===== src/rtl/opf_pkg.sv =====
// Shared widths and payload types for the operand-fetch stage.
package opf_pkg;

   localparam int unsigned DATA_W = 36;
   localparam int unsigned ADDR_W = 5;
   localparam int unsigned TAG_W  = 8;
   localparam int unsigned NREGS  = 2 ** ADDR_W;

   // Instruction as presented by decode.
   typedef struct packed {
      logic [ADDR_W-1:0] rs1;
      logic [ADDR_W-1:0] rs2;
      logic [ADDR_W-1:0] rd;
      logic              rd_we;
      logic [TAG_W-1:0]  tag;
   } opf_req_t;

   // Operand bundle handed to execute.
   typedef struct packed {
      logic [DATA_W-1:0] op1;
      logic [DATA_W-1:0] op2;
      logic [ADDR_W-1:0] rd;
      logic              rd_we;
      logic [TAG_W-1:0]  tag;
   } opf_out_t;

endpackage


===== src/rtl/opf_scoreboard.sv =====
// Pending-write scoreboard: one bit per register, set by an issuing writer,
// cleared by writeback (set wins on the same address). Register 0 is never pending.
// Ports: clk/rst_n (sync, active low); set_en_i/set_addr_i; clr_en_i/clr_addr_i;
//        rs1_i/rs2_i/rd_i lookups; raw1_hit_o/raw2_hit_o/waw_hit_o combinational hits.
module opf_scoreboard
   import opf_pkg::*;
(
   input  logic              clk,
   input  logic              rst_n,
   input  logic              set_en_i,
   input  logic [ADDR_W-1:0] set_addr_i,
   input  logic              clr_en_i,
   input  logic [ADDR_W-1:0] clr_addr_i,
   input  logic [ADDR_W-1:0] rs1_i,
   input  logic [ADDR_W-1:0] rs2_i,
   input  logic [ADDR_W-1:0] rd_i,
   output logic              raw1_hit_o,
   output logic              raw2_hit_o,
   output logic              waw_hit_o
);

   logic [NREGS-1:0] pend_q;
   logic [NREGS-1:0] pend_d;

   // Clear first so a same-cycle set of the same address wins.
   always_comb begin
      pend_d = pend_q;
      if (clr_en_i) pend_d[clr_addr_i] = 1'b0;
      if (set_en_i) pend_d[set_addr_i] = 1'b1;
      pend_d[0] = 1'b0;
   end

   always_ff @(posedge clk) begin
      if (!rst_n) pend_q <= '0;
      else        pend_q <= pend_d;
   end

   assign raw1_hit_o = (rs1_i != '0) & pend_q[rs1_i];
   assign raw2_hit_o = (rs2_i != '0) & pend_q[rs2_i];
   assign waw_hit_o  = (rd_i  != '0) & pend_q[rd_i];

endmodule


===== src/rtl/operand_fetch.sv =====
// Operand fetch: drives regfile read addresses, aligns the 1-cycle read data,
// stalls on pending writes (RAW/WAW) and hands operands to execute.
// Ports: in_* decode handshake + fields; rf_rd*_addr/rf_rd*_data regfile reads;
//        wb_* writeback snoop; out_* execute handshake + operands.
// Build option: OPFETCH_BYPASS_EN lets a source being written back this cycle issue without stall.
module operand_fetch
   import opf_pkg::*;
(
   input  logic              clk,
   input  logic              rst_n,
   input  logic              in_valid,
   output logic              in_ready,
   input  logic [ADDR_W-1:0] in_rs1,
   input  logic [ADDR_W-1:0] in_rs2,
   input  logic [ADDR_W-1:0] in_rd,
   input  logic              in_rd_we,
   input  logic [TAG_W-1:0]  in_tag,
   output logic [ADDR_W-1:0] rf_rd1_addr,
   output logic [ADDR_W-1:0] rf_rd2_addr,
   input  logic [DATA_W-1:0] rf_rd1_data,
   input  logic [DATA_W-1:0] rf_rd2_data,
   input  logic              wb_en,
   input  logic [ADDR_W-1:0] wb_addr,
   input  logic [DATA_W-1:0] wb_data,
   output logic              out_valid,
   input  logic              out_ready,
   output logic [DATA_W-1:0] out_op1,
   output logic [DATA_W-1:0] out_op2,
   output logic [ADDR_W-1:0] out_rd,
   output logic              out_rd_we,
   output logic [TAG_W-1:0]  out_tag
);

   opf_req_t          req;
   opf_req_t          s1_q, s1_d;
   logic              s1_valid_q, s1_valid_d;
   logic              first_q, first_d;
   logic              byp1_hit_q, byp1_hit_d;
   logic              byp2_hit_q, byp2_hit_d;
   logic [DATA_W-1:0] byp_data_q, byp_data_d;
   logic [DATA_W-1:0] hold1_q, hold1_d;
   logic [DATA_W-1:0] hold2_q, hold2_d;

   logic raw1, raw2, waw;
   logic byp_ok1, byp_ok2, wb_to_rd;
   logic wb_hit1, wb_hit2;
   logic hazard, in_fire, out_fire;
   logic [DATA_W-1:0] op1_c, op2_c;
   opf_out_t out_c;

   assign req = '{rs1: in_rs1, rs2: in_rs2, rd: in_rd, rd_we: in_rd_we, tag: in_tag};

   assign rf_rd1_addr = in_rs1;
   assign rf_rd2_addr = in_rs2;

   opf_scoreboard u_sb (
      .clk        (clk),
      .rst_n      (rst_n),
      .set_en_i   (in_fire & in_rd_we & (in_rd != '0)),
      .set_addr_i (in_rd),
      .clr_en_i   (wb_en),
      .clr_addr_i (wb_addr),
      .rs1_i      (in_rs1),
      .rs2_i      (in_rs2),
      .rd_i       (in_rd),
      .raw1_hit_o (raw1),
      .raw2_hit_o (raw2),
      .waw_hit_o  (waw)
   );

   // Writeback landing on a source this edge: regfile returns the old value, so capture wb_data.
   assign wb_hit1 = wb_en & (wb_addr == in_rs1) & (in_rs1 != '0);
   assign wb_hit2 = wb_en & (wb_addr == in_rs2) & (in_rs2 != '0);

`ifdef OPFETCH_BYPASS_EN
   assign byp_ok1 = wb_en & (wb_addr == in_rs1);
   assign byp_ok2 = wb_en & (wb_addr == in_rs2);
`else
   assign byp_ok1 = 1'b0;
   assign byp_ok2 = 1'b0;
`endif

   assign wb_to_rd = wb_en & (wb_addr == in_rd);
   assign hazard   = (raw1 & ~byp_ok1) | (raw2 & ~byp_ok2) | (in_rd_we & waw & ~wb_to_rd);
   assign in_ready = (~s1_valid_q | out_ready) & ~hazard;
   assign in_fire  = in_valid & in_ready;
   assign out_fire = s1_valid_q & out_ready;

   // First S1 cycle takes the aligned regfile/bypass data; later cycles replay the hold regs.
   always_comb begin
      op1_c = hold1_q;
      op2_c = hold2_q;
      if (first_q) begin
         if (s1_q.rs1 == '0)  op1_c = '0;
         else if (byp1_hit_q) op1_c = byp_data_q;
         else                 op1_c = rf_rd1_data;
         if (s1_q.rs2 == '0)  op2_c = '0;
         else if (byp2_hit_q) op2_c = byp_data_q;
         else                 op2_c = rf_rd2_data;
      end
   end

   // S1 slot next-state.
   always_comb begin
      s1_d       = s1_q;
      s1_valid_d = s1_valid_q;
      first_d    = 1'b0;
      byp1_hit_d = byp1_hit_q;
      byp2_hit_d = byp2_hit_q;
      byp_data_d = byp_data_q;
      hold1_d    = hold1_q;
      hold2_d    = hold2_q;
      if (first_q && !out_ready) begin
         hold1_d = op1_c;
         hold2_d = op2_c;
      end
      if (in_fire) begin
         s1_d       = req;
         s1_valid_d = 1'b1;
         first_d    = 1'b1;
         byp1_hit_d = wb_hit1;
         byp2_hit_d = wb_hit2;
         byp_data_d = wb_data;
      end else if (out_fire) begin
         s1_valid_d = 1'b0;
      end
   end

   always_ff @(posedge clk) begin
      if (!rst_n) begin
         s1_q       <= '0;
         s1_valid_q <= 1'b0;
         first_q    <= 1'b0;
         byp1_hit_q <= 1'b0;
         byp2_hit_q <= 1'b0;
         byp_data_q <= '0;
         hold1_q    <= '0;
         hold2_q    <= '0;
      end else begin
         s1_q       <= s1_d;
         s1_valid_q <= s1_valid_d;
         first_q    <= first_d;
         byp1_hit_q <= byp1_hit_d;
         byp2_hit_q <= byp2_hit_d;
         byp_data_q <= byp_data_d;
         hold1_q    <= hold1_d;
         hold2_q    <= hold2_d;
      end
   end

   assign out_c = '{op1: op1_c, op2: op2_c, rd: s1_q.rd, rd_we: s1_q.rd_we, tag: s1_q.tag};

   assign out_valid = s1_valid_q;
   assign out_op1   = out_c.op1;
   assign out_op2   = out_c.op2;
   assign out_rd    = out_c.rd;
   assign out_rd_we = out_c.rd_we;
   assign out_tag   = out_c.tag;

endmodule


===== config.mk =====
export PLATFORM = sky130hd
export DESIGN_NAME = operand_fetch
export DESIGN_NICKNAME = d
export VERILOG_FILES = /design/src/rtl/opf_pkg.sv /design/src/rtl/opf_scoreboard.sv /design/src/rtl/operand_fetch.sv
export SDC_FILE = /design/constraint.sdc
export NUM_CORES = 1
export LEC_CHECK = 0
export CAP_MARGIN = 20
export CORE_MARGIN = 2
export CORE_UTILIZATION = 40
export DETAILED_ROUTE_END_ITERATION = 8
export PLACE_DENSITY = 0.65
export SKIP_LAST_GASP = 1
export SLEW_MARGIN = 20
export SYNTH_ARGS = -nofsm -noshare
export SYNTH_HDL_FRONTEND = slang
export SYNTH_SLANG_ARGS = --single-unit

===== constraint.sdc =====
create_clock -name clk -period 5.1 [get_ports clk]
set_clock_uncertainty 0.15 [all_clocks]
set_input_delay 1.02 -clock clk [delete_from_list [all_inputs] [get_ports clk]]
set_output_delay 1.02 -clock clk [all_outputs]
set_load 0.01 [all_outputs]

==> results.py, run 1 <==
metrics = {
    "outcome": {
        "outcome": "finished, final reports clean",
    },
    "yosys": {
        "ys_types": 42,
        "yosys.area.top_type_share_pct": 35.64,
        "async_flop_share_pct": 0,
        "yosys_warnings": 0,
        "yosysTopAreaCell": "dfxtp_1",
        "synth_area_leaders": "dfxtp_1 36%, mux2i_1 15%, nand2_1 11%, mux2_2 9.1%, mux4_2 4.3%",
        "syn_area_um2": 9380,
        "synth_edf_count": 0,
        "post_synth.cell_area_avg_um2": 8.512,
        "synth_common_cells": "272 x nand2_1, 167 x dfxtp_1, 145 x mux2i_1, 82 x clkbuf_1",
        "synth-seq-cells": 167,
        "synthCells": 1102,
        "synth_most_common_cell": "nand2_1",
        "ys.flop_type": "dfxtp_1",
        "ys_seq_area_share_pct": 35.64,
        "mappedNetlistNets": 1244,
    },
    "sta": {
        "relSlewSlack_pct": 29.71,
        "setup_violations": 0,
        "tightest_slew_ns": 1.054,
        "rsz0062_at_grt": "no",
        "finalCriticalPeriod_ns": 4.827,
        "fin_ws_ns": 0.2733,
        "max_freq_mhz": 207.2,
        "drv_slew": 0,
        "whs_ns": 0.3019,
        "finalHoldViolCount": 0,
        "fin_tns_setup_ns": 0,
        "fin_crit_sh_pct": 94.64,
    },
    "min_path": {
        "hp-class": "reg2reg",
        "hp-start": "hold1_q[35]",
        "holdPathEnd": "hold1_q[35]",
        "min_path_cells": 2,
    },
    "cts": {
        "path_clk_slew_ns": 0.06,
        "cts_buffer_depth": 2,
        "cts_buffers": 17,
        "cts_resized": 0,
        "cts_root_buf": "clkbuf_16",
        "cts.sinks": 167,
        "post_cts_buffers": 0,
        "hold_buffers": 0,
        "clock_latency_ns": 0.43,
        "cts_tree": "yes",
        "htree_levels": 4,
    },
    "cells_and_area": {
        "stdcell_area_um2": 12490,
        "syn2layout_area_growth_pct": 33.12,
        "fin_nets": 1411,
        "final_util_pct": 53.68,
        "drive_above_1_share_pct": 13.42,
        "stdcell_count": 1603,
    },
    "placed_design": {
        "dpl.hpwl_um": 20910,
        "gp_congestion": 0.9411,
        "dp.cells": 1569,
        "place_area_um2": 11880,
        "io_buffer_count": 239,
        "post-place-ws_ns": 0.2904,
    },
    "critical_path": {
        "reg2reg_to": "u_sb.pend_q[11]",
        "setup.worst_path.class": "in2out",
        "crit_required_ns": 3.93,
        "critical_path.startpoint": "in_rd[0]",
        "cp-end-kind": "output port",
        "cp.arrival_ns": 3.66,
        "rrSetupSlack_ns": 2.33,
        "reg2reg_depth": 8,
        "worstReg2RegStart": "u_sb.pend_q[11]",
        "start_kind": "primary input",
        "worstPathMaxFanout": 6,
    },
    "pwr": {
        "ir_drop_mv": 0.2096,
        "p_leak_nw": 4.628,
        "power_mw": 3.341,
        "pwr_density_cell_nw_per_um2": 267.6,
    },
    "grt": {
        "grt_pass1_vias": 8271,
        "grt_overflow": 0,
        "grt_use_total_pct": 24.11,
        "grt_pass1_wl_um": 46390,
        "antenna_found_initial": 2,
        "grt_max_degree": 94,
    },
    "drt": {
        "wl_per_cell_um": 18.83,
        "avgViaCountPerCell": 5.307,
        "drcViolationCount": 0,
        "wl_um": 30190,
        "firstDrtPassIters": 5,
        "detail-route-antenna-nets": 0,
        "drt_iter0_markers": 632,
        "vias": 8507,
    },
    "die": {
        "core-area_um2": 23260,
        "initial_core_util_pct": 40.32,
        "dieWidth_um": 157.1,
        "pin_count": 240,
        "die-area_um2": 24690,
        "num_rows": 56,
        "die_height_um": 157.1,
    },
    "flow_run": {
        "maxCapViolCount": 0,
    },
}
## worst max-delay path by stage
stage          endpoint  cells past startpoint  slack [ns]
4_1_cts        in_ready                      8        0.29
6_report       in_ready                      8        0.27
5_1_grt        in_ready                      8        0.19
2_1_floorplan  in_ready                      5        1.22
3_3_place_gp   in_ready                      8        0.26
3_5_place_dp   in_ready                      8        0.29
## state kept, by name, summed over array words and instances (netlist names)
name / flops
byp1_hit_q: 1
out_valid: 1
u_sb.pend_q: 31
byp_data_q: 36
first_q: 1
out_rd: 5
s1_q: 10
hold1_q: 36
hold2_q: 36
byp2_hit_q: 1
out_tag: 8
out_rd_we: 1
## layer usage
layer  GRT usage, %  part of all wire, %
met1          31.21                   44
met2          39.08                   46
met3          5.920                  6.7
met4          8.788                  3.3
met5              0                    0
## placed cells by master, fill, tap and decap left out, types with 5 or more instances in the layout
master / netlist / routed
nor4_1: 5 / 5
clkbuf_16: 0 / 17
buf_4: 23 / 33
xor2_1: 10 / 10
clkdlybuf4s50_1: 0 / 238
o31ai_1: 33 / 33
mux2_2: 76 / 76
o211ai_1: 31 / 31
mux2i_1: 145 / 145
nand3b_1: 8 / 8
nand2_1: 272 / 272
nor2_1: 79 / 77
mux4_2: 18 / 18
dfxtp_1: 167 / 164
a21oi_1: 79 / 79
## cell type report
type | instances | area (µm²)
fillers | 2191 | 10780
multi-input cells | 807 | 5483
flip-flops and latches | 167 | 3349
repair buffers | 271 | 2630
clock buffers | 18 | 439.2
well taps | 319 | 399.1
clock inverters | 14 | 162.7
inverters | 5 | 18.77
diodes | 2 | 5.005
## critical path: stages
cell and delay, ns:
clkdlybuf4s50_1 0.65, mux4_2 0.55, a22oi_1 0.19, o221ai_1 0.15
o31ai_1 0.23, buf_4 0.17, and3_1 0.16, clkdlybuf4s50_1 0.53
## report_power, final
group | total (mW) | internal [mW] | switching [mW]
combinational | 0.619 | 0.306 | 0.313
sequential | 1.39 | 1.35 | 0.0425
clock | 1.33 | 0.749 | 0.583
## logic make-up (layout without fill, tap and decap cells)
kind of cell,Yosys count,after routing,share of synthesized area [%]
AND/OR/NAND/NOR,397,397,17.39
multiplexers,239,239,28.92
flip-flops,167,167,35.64
AO/OA/AOI/OAI,158,158,10.66
buffers and inverters,128,308,6.176
XOR/XNOR,13,13,1.214
other,0,2,0
No activity file was read; power rests on OpenSTA's default activity.
==> inputs of run 2 (changes only) <==
- CELL_PAD_IN_SITES_DETAIL_PLACEMENT: not set -> 0
- CELL_PAD_IN_SITES_GLOBAL_PLACEMENT: not set -> 1
- CORE_UTILIZATION: 40 -> 39
- PLACE_DENSITY: 0.65 -> 0.84
- RECOVER_POWER: not set -> 100
==> results.py, run 2 (same netlist as run 1, synthesis figures left out) <==
metrics = {
    "cts": {
        "cts.sinks": 167,
        "hold_buffers": 0,
        "cts_resized": 0,
        "clock_latency_ns": 0.43,
        "cts_tree": "yes",
        "post_cts_buffers": 0,
        "cts_buffer_depth": 2,
        "path_clk_slew_ns": 0.07,
        "htree_levels": 4,
        "cts_root_buf": "clkbuf_16",
        "cts_buffers": 17,
    },
    "drt": {
        "avgViaCountPerCell": 5.383,
        "detail-route-antenna-nets": 0,
        "wl_per_cell_um": 19.42,
        "firstDrtPassIters": 5,
        "drcViolationCount": 0,
        "vias": 8591,
        "drt_iter0_markers": 528,
        "wl_um": 31000,
    },
    "critical_path": {
        "crit_required_ns": 3.93,
        "cpPeakStageDelay_ns": 0.71,
        "worstPathMaxFanout": 7,
        "reg2reg_to": "hold2_q[27]",
        "setup.worst_path.class": "in2out",
        "crit_chain": "clkdlybuf4s50_1 > mux4_2 > o22ai_1 > o221ai_1 > a222oi_1 > and3_1 > clkdlybuf4s50_1",
        "cp_common_cell": "clkdlybuf4s50_1",
        "rrSetupSlack_ns": 0.48,
        "cp-end-kind": "output port",
        "worstReg2RegStart": "first_q",
        "start_kind": "primary input",
        "reg2reg_depth": 4,
        "cp_slowest_cell": "clkdlybuf4s50_1",
        "cp.arrival_ns": 3.78,
    },
    "min_path": {
        "min_path_cells": 2,
        "hp-start": "hold2_q[23]",
        "hp-class": "reg2reg",
        "holdPathEnd": "hold2_q[23]",
    },
    "grt": {
        "grt_use_total_pct": 23.98,
        "grt_pass1_vias": 8453,
        "grt_max_degree": 95,
        "grt_pass1_wl_um": 48670,
        "grt_overflow": 0,
        "antenna_found_initial": 1,
    },
    "outcome": {
        "failed_checks": "max-capacitance violations, max-slew violations",
        "outcome": "finished, violations left",
    },
    "pwr": {
        "pwr_density_cell_nw_per_um2": 267.4,
        "p_leak_nw": 4.885,
        "power_mw": 3.329,
        "ir_drop_mv": 0.2075,
    },
    "die": {
        "die_height_um": 159.1,
        "die-area_um2": 25310,
        "core-area_um2": 23540,
        "initial_core_util_pct": 39.84,
        "dieWidth_um": 159.1,
        "num_rows": 56,
        "pin_count": 240,
    },
    "sta": {
        "finalCriticalPeriod_ns": 4.953,
        "fin_crit_sh_pct": 97.11,
        "setup_violations": 0,
        "max_freq_mhz": 201.9,
        "fin_tns_setup_ns": 0,
        "tightest_slew_ns": 2.859,
        "drv_slew": 206,
        "rsz0062_at_grt": "no",
        "finalHoldViolCount": 0,
        "whs_ns": 0.3034,
        "relSlewSlack_pct": -91.02,
    },
    "cells_and_area": {
        "drive_above_1_share_pct": 12.61,
        "fin_nets": 1406,
        "num_antenna_cells": 0,
        "final_cell_mix": "272 x nand2_1, 164 x dfxtp_1, 145 x mux2i_1, 145 x clkdlybuf4s50_1, 93 x dlygate4sd3_1",
        "final_common_cell": "nand2_1",
        "final_util_pct": 52.88,
        "reg_top3": "byp_data_q: 36 flops, hold1_q: 36 flops, hold2_q: 36 flops",
        "syn2layout_area_growth_pct": 32.72,
        "fill_cells": 2242,
    },
    "placed_design": {
        "gp_congestion": 0.9135,
        "io_buffer_count": 239,
        "dpl.hpwl_um": 21360,
    },
    "flow_run": {
        "maxCapViolCount": 3,
    },
}
[run 2: cell count changes in the layout (fill, tap and decap cells not counted), sizes merged]
cell	change
clkbuf	+2
clkdlybuf4s50	-93
clkinv	-2
diode	-2
inv	+2
dlygate4sd3	+93
clkinvlp	-1
buf	-6
[run 2: critical path, delay by kind of cell]
family / cells / cell delay [ns]
AOI/OAI and AO/OA: 3 / 0.75
buffers and inverters: 2 / 1.24
muxes: 1 / 0.55
and+or+nand+nor: 1 / 0.22
[run 2: cell type report]
cell class,instances,area [µm²],share of cell area (%)
Sequential cell,167,3347,26.88
Multi-Input combinational cell,807,5475,43.98
Timing Repair Buffer,266,2618,21.03
Inverter,5,18.77,0.1508
Clock buffer,19,432.9,3.477
Tap cell,319,399.1,3.206
Clock inverter,13,158.9,1.276
[run 2: per-layer routing]
layer  share of wire, %  global-route usage (%)  up-vias
met3                6.4                   6.043       33
met2                 48                   40.00      310
met4                1.6                   6.322        0
met1                 44                   30.98     4122
met5                  0                       0        -
li1                   -                       -     4126
[run 2: how the worst max path moves through the flow]
| stage | cells after the start | to | start |
|---|---|---|---|
| after CTS | 7 | in_ready | in_rs1[1] |
| after floorplan | 5 | in_ready | in_rs2[1] |
| after detailed placement | 7 | in_ready | in_rs1[1] |
| final | 7 | in_ready | in_rs1[1] |
| after global placement | 7 | in_ready | in_rs1[1] |
| after global routing | 7 | in_ready | in_rs1[1] |
[run 2: metrics by stage]
step / std cells / area, µm² / setup slack, ns
2_1_floorplan: 1102 / 9380 / 1.219
3_3_place_gp: 1564 / 11880 / 0.1237
3_5_place_dp: 1564 / 11880 / 0.1282
4_1_cts: 1596 / 12470 / 0.1370
5_1_grt: 1596 / 12450 / 0.01751
6_report: 1596 / 12450 / 0.1472
[run 2: report_power, final]
group / leakage (nW) / total [mW] / switching (mW) / internal (mW)
logic: 3.25 / 0.610 / 0.314 / 0.296
registers: 1.36 / 1.39 / 0.0435 / 1.35
clock network: 0.284 / 1.33 / 0.587 / 0.740
total: 4.89 / 3.33 / 0.945 / 2.38
==> inputs of run 3 (changes only) <==
- CAP_MARGIN: 20 -> not set
==> results of run 3 <==
The final DEF is identical to that of run 2; final timing and power are the same.
